### src/rtl/e_md_controller.sv
// ============================================================================
// Module   : e_md_controller
// Purpose  : E-stage instruction register, decode and multiply/divide sequencer
// Revision : 1.0 - initial release
// ============================================================================
`default_nettype none

module e_md_controller #(
    parameter int unsigned MULT_CYCLES = 5,
    parameter int unsigned DIV_CYCLES  = 10,
    parameter int unsigned CNT_W       = 4
) (
    input  logic        clk,
    input  logic        reset,
    input  logic [31:0] instr_d,
    input  logic        en,
    input  logic        flush,
    output logic [31:0] instr_e,
    output logic [1:0]  tnew,
    output logic [4:0]  a3,
    output logic        alu_src,
    output logic [2:0]  alu_op,
    output logic        slt_sel,
    output logic        jal_sel,
    output logic        md_start,
    output logic [1:0]  md_op,
    output logic        md_busy,
    output logic [1:0]  hilo_we,
    output logic [1:0]  hilo_rd,
    output logic        md_stall
);

    localparam logic [5:0] c_op_special = 6'h00;
    localparam logic [5:0] c_op_jal     = 6'h03;
    localparam logic [5:0] c_op_ori     = 6'h0D;
    localparam logic [5:0] c_op_lui     = 6'h0F;
    localparam logic [5:0] c_op_lw      = 6'h23;
    localparam logic [5:0] c_op_sw      = 6'h2B;

    localparam logic [5:0] c_fn_mfhi    = 6'h10;
    localparam logic [5:0] c_fn_mthi    = 6'h11;
    localparam logic [5:0] c_fn_mflo    = 6'h12;
    localparam logic [5:0] c_fn_mtlo    = 6'h13;
    localparam logic [5:0] c_fn_mult    = 6'h18;
    localparam logic [5:0] c_fn_multu   = 6'h19;
    localparam logic [5:0] c_fn_div     = 6'h1A;
    localparam logic [5:0] c_fn_divu    = 6'h1B;
    localparam logic [5:0] c_fn_addu    = 6'h21;
    localparam logic [5:0] c_fn_subu    = 6'h23;
    localparam logic [5:0] c_fn_slt     = 6'h2A;

    localparam logic [CNT_W-1:0] c_mult_cnt = CNT_W'(MULT_CYCLES);
    localparam logic [CNT_W-1:0] c_div_cnt  = CNT_W'(DIV_CYCLES);

    function automatic logic is_md(input logic [31:0] i);
        return (i[31:26] == c_op_special) &&
               (i[5:0] == c_fn_mult || i[5:0] == c_fn_multu ||
                i[5:0] == c_fn_div  || i[5:0] == c_fn_divu);
    endfunction

    function automatic logic is_hilo(input logic [31:0] i);
        return (i[31:26] == c_op_special) &&
               (i[5:0] == c_fn_mfhi || i[5:0] == c_fn_mflo ||
                i[5:0] == c_fn_mthi || i[5:0] == c_fn_mtlo);
    endfunction

    logic [31:0]      instr_e_q, instr_e_d;
    logic             fresh_q, fresh_d;
    logic [CNT_W-1:0] cnt_q, cnt_d;
    logic             w_unused_d;

    // Only opcode and funct of the D-stage word matter for the stall check
    assign w_unused_d = ^instr_d[25:6];

    always_comb begin
        instr_e_d = instr_e_q;
        fresh_d   = 1'b0;
        if (flush) begin
            instr_e_d = '0;
        end else if (en) begin
            instr_e_d = instr_d;
            fresh_d   = 1'b1;
        end
    end

    // fresh gates the start so a held MD instruction issues only once
    assign md_start = fresh_q & is_md(instr_e_q);
    assign md_busy  = (cnt_q != '0);
    assign md_stall = (is_md(instr_d) | is_hilo(instr_d)) & (md_start | md_busy);

    always_comb begin
        cnt_d = cnt_q;
        if (md_start) begin
            cnt_d = instr_e_q[1] ? c_div_cnt : c_mult_cnt;
        end else if (cnt_q != '0) begin
            cnt_d = cnt_q - 1'b1;
        end
    end

    always_ff @(posedge clk or posedge reset) begin
        if (reset) begin
            instr_e_q <= '0;
            fresh_q   <= 1'b0;
            cnt_q     <= '0;
        end else begin
            instr_e_q <= instr_e_d;
            fresh_q   <= fresh_d;
            cnt_q     <= cnt_d;
        end
    end

    assign instr_e = instr_e_q;

    always_comb begin
        tnew    = 2'd0;
        a3      = 5'd0;
        alu_src = 1'b0;
        alu_op  = 3'b000;
        slt_sel = 1'b0;
        jal_sel = 1'b0;
        md_op   = 2'b00;
        hilo_we = 2'b00;
        hilo_rd = 2'b00;
        case (instr_e_q[31:26])
            c_op_special: begin
                case (instr_e_q[5:0])
                    c_fn_addu: begin alu_op = 3'b010; a3 = instr_e_q[15:11]; tnew = 2'd1; end
                    c_fn_subu: begin alu_op = 3'b011; a3 = instr_e_q[15:11]; tnew = 2'd1; end
                    c_fn_slt: begin
                        slt_sel = 1'b1;
                        a3      = instr_e_q[15:11];
                        tnew    = 2'd1;
                    end
                    c_fn_mfhi: begin hilo_rd = 2'b10; a3 = instr_e_q[15:11]; tnew = 2'd1; end
                    c_fn_mflo: begin hilo_rd = 2'b01; a3 = instr_e_q[15:11]; tnew = 2'd1; end
                    c_fn_mthi:  hilo_we = 2'b10;
                    c_fn_mtlo:  hilo_we = 2'b01;
                    c_fn_mult:  md_op = 2'b00;
                    c_fn_multu: md_op = 2'b01;
                    c_fn_div:   md_op = 2'b10;
                    c_fn_divu:  md_op = 2'b11;
                    default: ;
                endcase
            end
            c_op_ori: begin alu_op = 3'b001; alu_src = 1'b1; a3 = instr_e_q[20:16]; tnew = 2'd1; end
            c_op_lui: begin alu_op = 3'b010; alu_src = 1'b1; a3 = instr_e_q[20:16]; tnew = 2'd1; end
            c_op_lw:  begin alu_op = 3'b010; alu_src = 1'b1; a3 = instr_e_q[20:16]; tnew = 2'd2; end
            c_op_sw:  begin alu_op = 3'b010; alu_src = 1'b1; end
            c_op_jal: begin jal_sel = 1'b1; a3 = 5'd31; end
            default: ;
        endcase
    end

endmodule

`default_nettype wire

### config.mk
export PLATFORM = sky130hd
export DESIGN_NAME = e_md_controller
export DESIGN_NICKNAME = d
export VERILOG_FILES = /design/src/rtl/e_md_controller.sv
export SDC_FILE = /design/constraint.sdc
export NUM_CORES = 1
export LEC_CHECK = 0
export CAP_MARGIN = 20
export CORE_MARGIN = 2
export CORE_UTILIZATION = 39
export CTS_BUF_LIST = sky130_fd_sc_hd__clkbuf_8
export DETAILED_ROUTE_END_ITERATION = 6
export GPL_TIMING_DRIVEN = 1
export PLACE_DENSITY = 0.79
export RECOVER_POWER = 25
export SLEW_MARGIN = 0
export SYNTH_ARGS = -nofsm -noshare
export SYNTH_HDL_FRONTEND = slang
export SYNTH_SLANG_ARGS = --single-unit
### constraint.sdc
create_clock -name clk -period 1.62 [get_ports clk]
set_input_delay 0.243 -clock clk [delete_from_list [all_inputs] [get_ports clk]]
set_output_delay 0.243 -clock clk [all_outputs]
set_load 0.02 [all_outputs]
## After elaboration in Yosys (flattened, before gate mapping)

Index checks and enable logic that the tools add are counted.
W data, S select, Z words.

| cells by class | value |
|---|---|
| add/sub/neg operators | 1 |
| eq/ne operators | 24 |
| muxes and demuxes | 23 |
| bitwise gates (word level) | 4 |
| reduce and logical (&&, ||, !) cells | 22 |

Operators by type and width:

| operator | count |
|---|---|
| $eq A6 B5 Y1 const B | 16 |
| $mux W32 | 2 |
| $eq A6 B6 Y1 const B | 5 |
| $pmux W2 S3 | 3 |
| $pmux W5 S3 | 1 |
| $eq A6 B4 Y1 const B | 2 |
| $logic_not A6 Y1 | 2 |
| $mux W4 | 3 |
| $pmux W2 S2 | 3 |
| $logic_or A1 B1 Y1 | 9 |
| $mux W1 | 7 |
| $eq A6 B2 Y1 const B | 1 |
| $mux W2 | 3 |
| $reduce_or A3 Y1 | 2 |
| $mux W5 | 1 |
| $reduce_or A5 Y1 | 1 |
| $reduce_bool A2 Y1 | 2 |
| $reduce_bool A4 Y1 | 1 |
| $reduce_or A4 Y1 | 1 |
| $sub A4 B1 Y4 const B | 1 |
| $logic_and A1 B1 Y1 | 3 |
| $and A1 B1 Y1 | 2 |
| $or A1 B1 Y1 | 2 |
| $reduce_or A2 Y1 | 1 |

| word-level totals | value |
|---|---|
| register bits after elaboration | 37 |
| input bits | 36 |
| logic and storage cells | 77 |

## Depth between registers and ports, before layout

| logic depth | value |
|---|---|
| depth in word-level cells | 8 |
| depth in mapped cells | 6 |
| mapped depth without buffers | 6 |

## Worst setup path before layout

Ideal clock, no wire load.

| path | value |
|---|---|
| kind | register to output |
| start | register instr_e_q[27] (netlist: instr_e[27]) |
| end | output port hilo_rd[0] |
| data arrival time | 1.859 ns |
| path slack | -0.482 ns |
| stages on the path, launching flop included | 4 |
| buffers on the path | 0 |
| cell sequence | dfrtp_1 > nor4_4 > nand3_1 > nor4_1 |

| on the way | value |
|---|---|
| cells in the longest elaborated chain, start to end | 2 |

Ends and longest elaborated chain:

| item | line | RTL |
|---|---|---|
| from (decl) | 67 | `logic [31:0] instr_e_q, instr_e_d;` |
| from (signal assigned) | 106 | `instr_e_q <= instr_e_d;` |
| $logic_not A6 Y1 | 124 | `case (instr_e_q[31:26])` |
| $mux W2 | 124 |  |
| to (decl) | 29 | `output logic [1:0] hilo_rd,` |

No other way between the ends.

## Worst setup path after layout

| path | value |
|---|---|
| start | register instr_e_q[3] (netlist: instr_e[3]) |
| end | output port a3[2] |

| on the way | value |
|---|---|
| cells in the longest elaborated chain, start to end | 4 |
| elaborated cells between the ends (all ways) | 8 |

Ends and longest elaborated chain:

| item | line | RTL |
|---|---|---|
| $eq A6 B5 Y1 or $eq A6 B6 Y1 (tied branches) | 126 | `case (instr_e_q[5:0])` |
| $reduce_or A5 Y1 (no source line) * | n/a |  |
| $mux W5 * | 126 |  |
| $pmux W5 S3 * | 124 |  |
| to (decl) | 20 | `output logic [4:0] a3,` |

Every way passes the cells marked *; elsewhere a longest branch is shown, timed or not.

==> impl_results.md <==
* Outcome: finished, violations left
* Violated checks: negative setup slack
* Depth of the CTS H-tree at 2
* Pre-CTS setup slack at -0.655 ns
* Nets at 375
* Mapped Area at 0.00200 mm2
* Power density cells at 781 mW/mm2
* Synth Net Count at 234
* Final min period at 2.08 ns
* Die Area at 0.00572 mm2
* Die height at 75.6 um
* Final antenna diode count at 0
* Gr ovfl total at 0
* Setup violators final at 22
* Seq/Total Area, Yosys at 0.463
* YS warnings at 0
* Die Width at 75.6 um
* Drt pass-1 iters at 4
* Initial antenna violation count at 0
* Setup crit end kind: primary output
* Commonest non-fill, non-tap cell in the layout: clkdlybuf4s50_1
* Post-route setup slack at -0.464 ns
* Clock Skews at 0.00416 ns
* Total GRT Usage at 0.227
* Iter 0 DRT Violations at 126
* Gate Count Post-Synth at 196
* DR vias at 2060
* CTS clock-pin slew for the worst setup and hold paths at 0.07 ns
* Post-CTS Hold Buffers at 0
* Share of layout cells above drive strength 1 at 0.379
* DRC viols at 0
* P_leak at 1.78 nW
* Skew-Pair Late Insertion Delay at 0.29 ns
* HPWL after DPL at 4240 um
* Worst rel slew slack at 0.424
* Syn avg cell area at 10.2 um2
* CP startpoint kind: register
* CTS tree: yes
* Worst hold path type: primary input to asynchronous set/reset pin
* CP Class: register to primary output
* Period utilization at 1.29
* Final hold vios at 0
* Largest net degree at the start of global routing at 35
* Total wire length at 6340 um
* Vias in the first global route at 2016
* First-pass GRT wire length at 9740 um
* Routed Antenna Nets at 0
* Worst EP required at 1.38 ns
* Area Growth Syn to Fin at 86.1%
* Max Fclk at 0.480 GHz
* Yosys reg bits at 37
* Slew Limit Fails at 0
* Clock Sinks at 37
* Port-buffer cells at 88
* Register area at 933 um2
* Gpl congestion at 0.726
* Max VDD drop at 0.000509 V
* WP data arrival at 1.84 ns
* Initial Util at 0.397
* Core area at 0.00504 mm2
* CP max FO at 6
* Worst slew pin tran at 0.864 ns
* CTS buffer count at 5
* Vias per cell at 5.05
* # IOs at 90
* Std-Cell Rows at 26
* Synth cell types at 38
* DR WL/cell at 15.5 um
* # fillers at 340
* Max Buffers Root-to-Sink at 2
* Root Buffer: clkbuf_8
* RSZ-0062 raised after global routing: true
* Final Util at 0.738
* Multi-input logic area at 0.00117 mm2
* Maxcap violations at 0
* Most frequent cells in the layout: clkdlybuf4s50_1 (53), buf_4 (44), nor2_1 (36)
[worst max-delay path, stage by stage (launching register included)]
cell      delay, ns
dfrtp_2        0.44
or4bb_4        0.55
o211a_4        0.19
o211ai_1       0.19
buf_4          0.18
[cell usage after synthesis]
cell type,number,area share
a21oi_1,2,0.0050
and2_1,1,0.0031
and2_2,1,0.0038
and3_1,2,0.0063
and3b_1,2,0.0088
buf_2,4,0.010
buf_4,1,0.0038
clkbuf_1,9,0.017
conb_1,1,0.0019
dfrtp_1,37,0.46
ha_1,2,0.013
inv_1,9,0.017
mux2_2,1,0.0056
mux2_4,2,0.015
mux2i_1,35,0.18
nand2_1,6,0.011
nand3_1,8,0.020
nand3b_1,1,0.0038
nand4_4,1,0.011
nand4b_1,1,0.0044
nor2_1,36,0.068
nor2b_1,3,0.0094
nor3_1,5,0.013
nor3_4,1,0.0081
nor3b_1,1,0.0038
nor4_1,2,0.0063
nor4_4,1,0.011
nor4b_1,1,0.0044
nor4bb_1,1,0.0050
o211a_2,1,0.0050
o211ai_1,10,0.038
o21a_1,1,0.0038
o21ai_1,1,0.0025
o22ai_1,2,0.0063
or4b_1,1,0.0050
or4bb_1,1,0.0056
xnor2_1,1,0.0044
xor2_1,1,0.0044
[sequential cells by signal (all words and copies together), names as in the netlist]
signal and count:
cnt_q 4, fresh_q 1, instr_e 32
[layout make-up]
class / instances / share of cell area
Inverter: 9 / 0.00975
Tap cell: 70 / 0.0235
Clock buffer: 5 / 0.0185
Sequential cell: 37 / 0.251
Timing Repair Buffer: 148 / 0.380
Clock inverter: 3 / 0.00370
Multi-Input combinational cell: 136 / 0.314
[final timing paths]
check | from | slack [ns] | cells past startpoint | end
worst max-delay path | instr_e[3]$_DFFE_PP0P_ | -0.46 | 4 | a3[2]
worst min-delay path | reset | 0.26 | 2 | instr_e[8]$_DFFE_PP0P_
worst max register to register | instr_e[26]$_DFFE_PP0P_ | -0.07 | 6 | cnt_q[1]$_DFFE_PP0P_
worst min register to register | instr_e[6]$_DFFE_PP0P_ | 0.52 | 2 | instr_e[6]$_DFFE_PP0P_
max in group asynchronous | reset | 0.26 | 3 | instr_e[27]$_DFFE_PP0P_
min in group clk | en | 0.42 | 3 | instr_e[22]$_DFFE_PP0P_
[routing by layer]
metal,vias up,part of all wire,global-route usage
li1,966,-,-
met1,1000,0.40,0.291
met2,81,0.51,0.381
met3,13,0.068,0.0648
met4,0,0.014,0.0565
met5,-,0,0
[repair_timing]
action,CTS,global route
gates cloned,0,0
setup buffers,16,9
pin swaps,12,5
resized for setup,156,23
setup endpoints to repair,35,25
[stage by stage]
step | power (mW) | instance area (um2) | hold WS (ns) | setup TNS, ns | instances
finish | 2.91 | 3720 | 0.260 | -6.69 | 408
global route | 3.07 | 3720 | 0.274 | -8.56 | 408
CTS | 2.82 | 3620 | 0.150 | -6.21 | 401
detailed placement | 2.11 | 3330 | 0.461 | -10.28 | 378
global placement | 2.07 | 3330 | 0.449 | -9.64 | 378
floorplan | 1.65 | 2110 | 0.399 | -3.67 | 196
[report_power, final]
part | internal [mW] | total (mW) | leakage, nW | switching (mW)
clock | 0.292 | 0.620 | 0.0491 | 0.328
sequential | 1.03 | 1.12 | 0.476 | 0.0937
combinational | 0.662 | 1.16 | 1.26 | 0.503
[kinds of logic (layout without fill, tap and decap cells)]
logic type | Yosys count | after routing | share of synthesized area
xor+xnor | 2 | 2 | 0.00876
compound gates | 17 | 17 | 0.0601
mux | 38 | 38 | 0.196
other cells | 1 | 1 | 0.00188
simple gates | 76 | 76 | 0.210
buf+inv | 23 | 165 | 0.0476
flops | 37 | 37 | 0.463
fa+ha+maj | 2 | 2 | 0.0125
(Power assumes the default switching activity.)
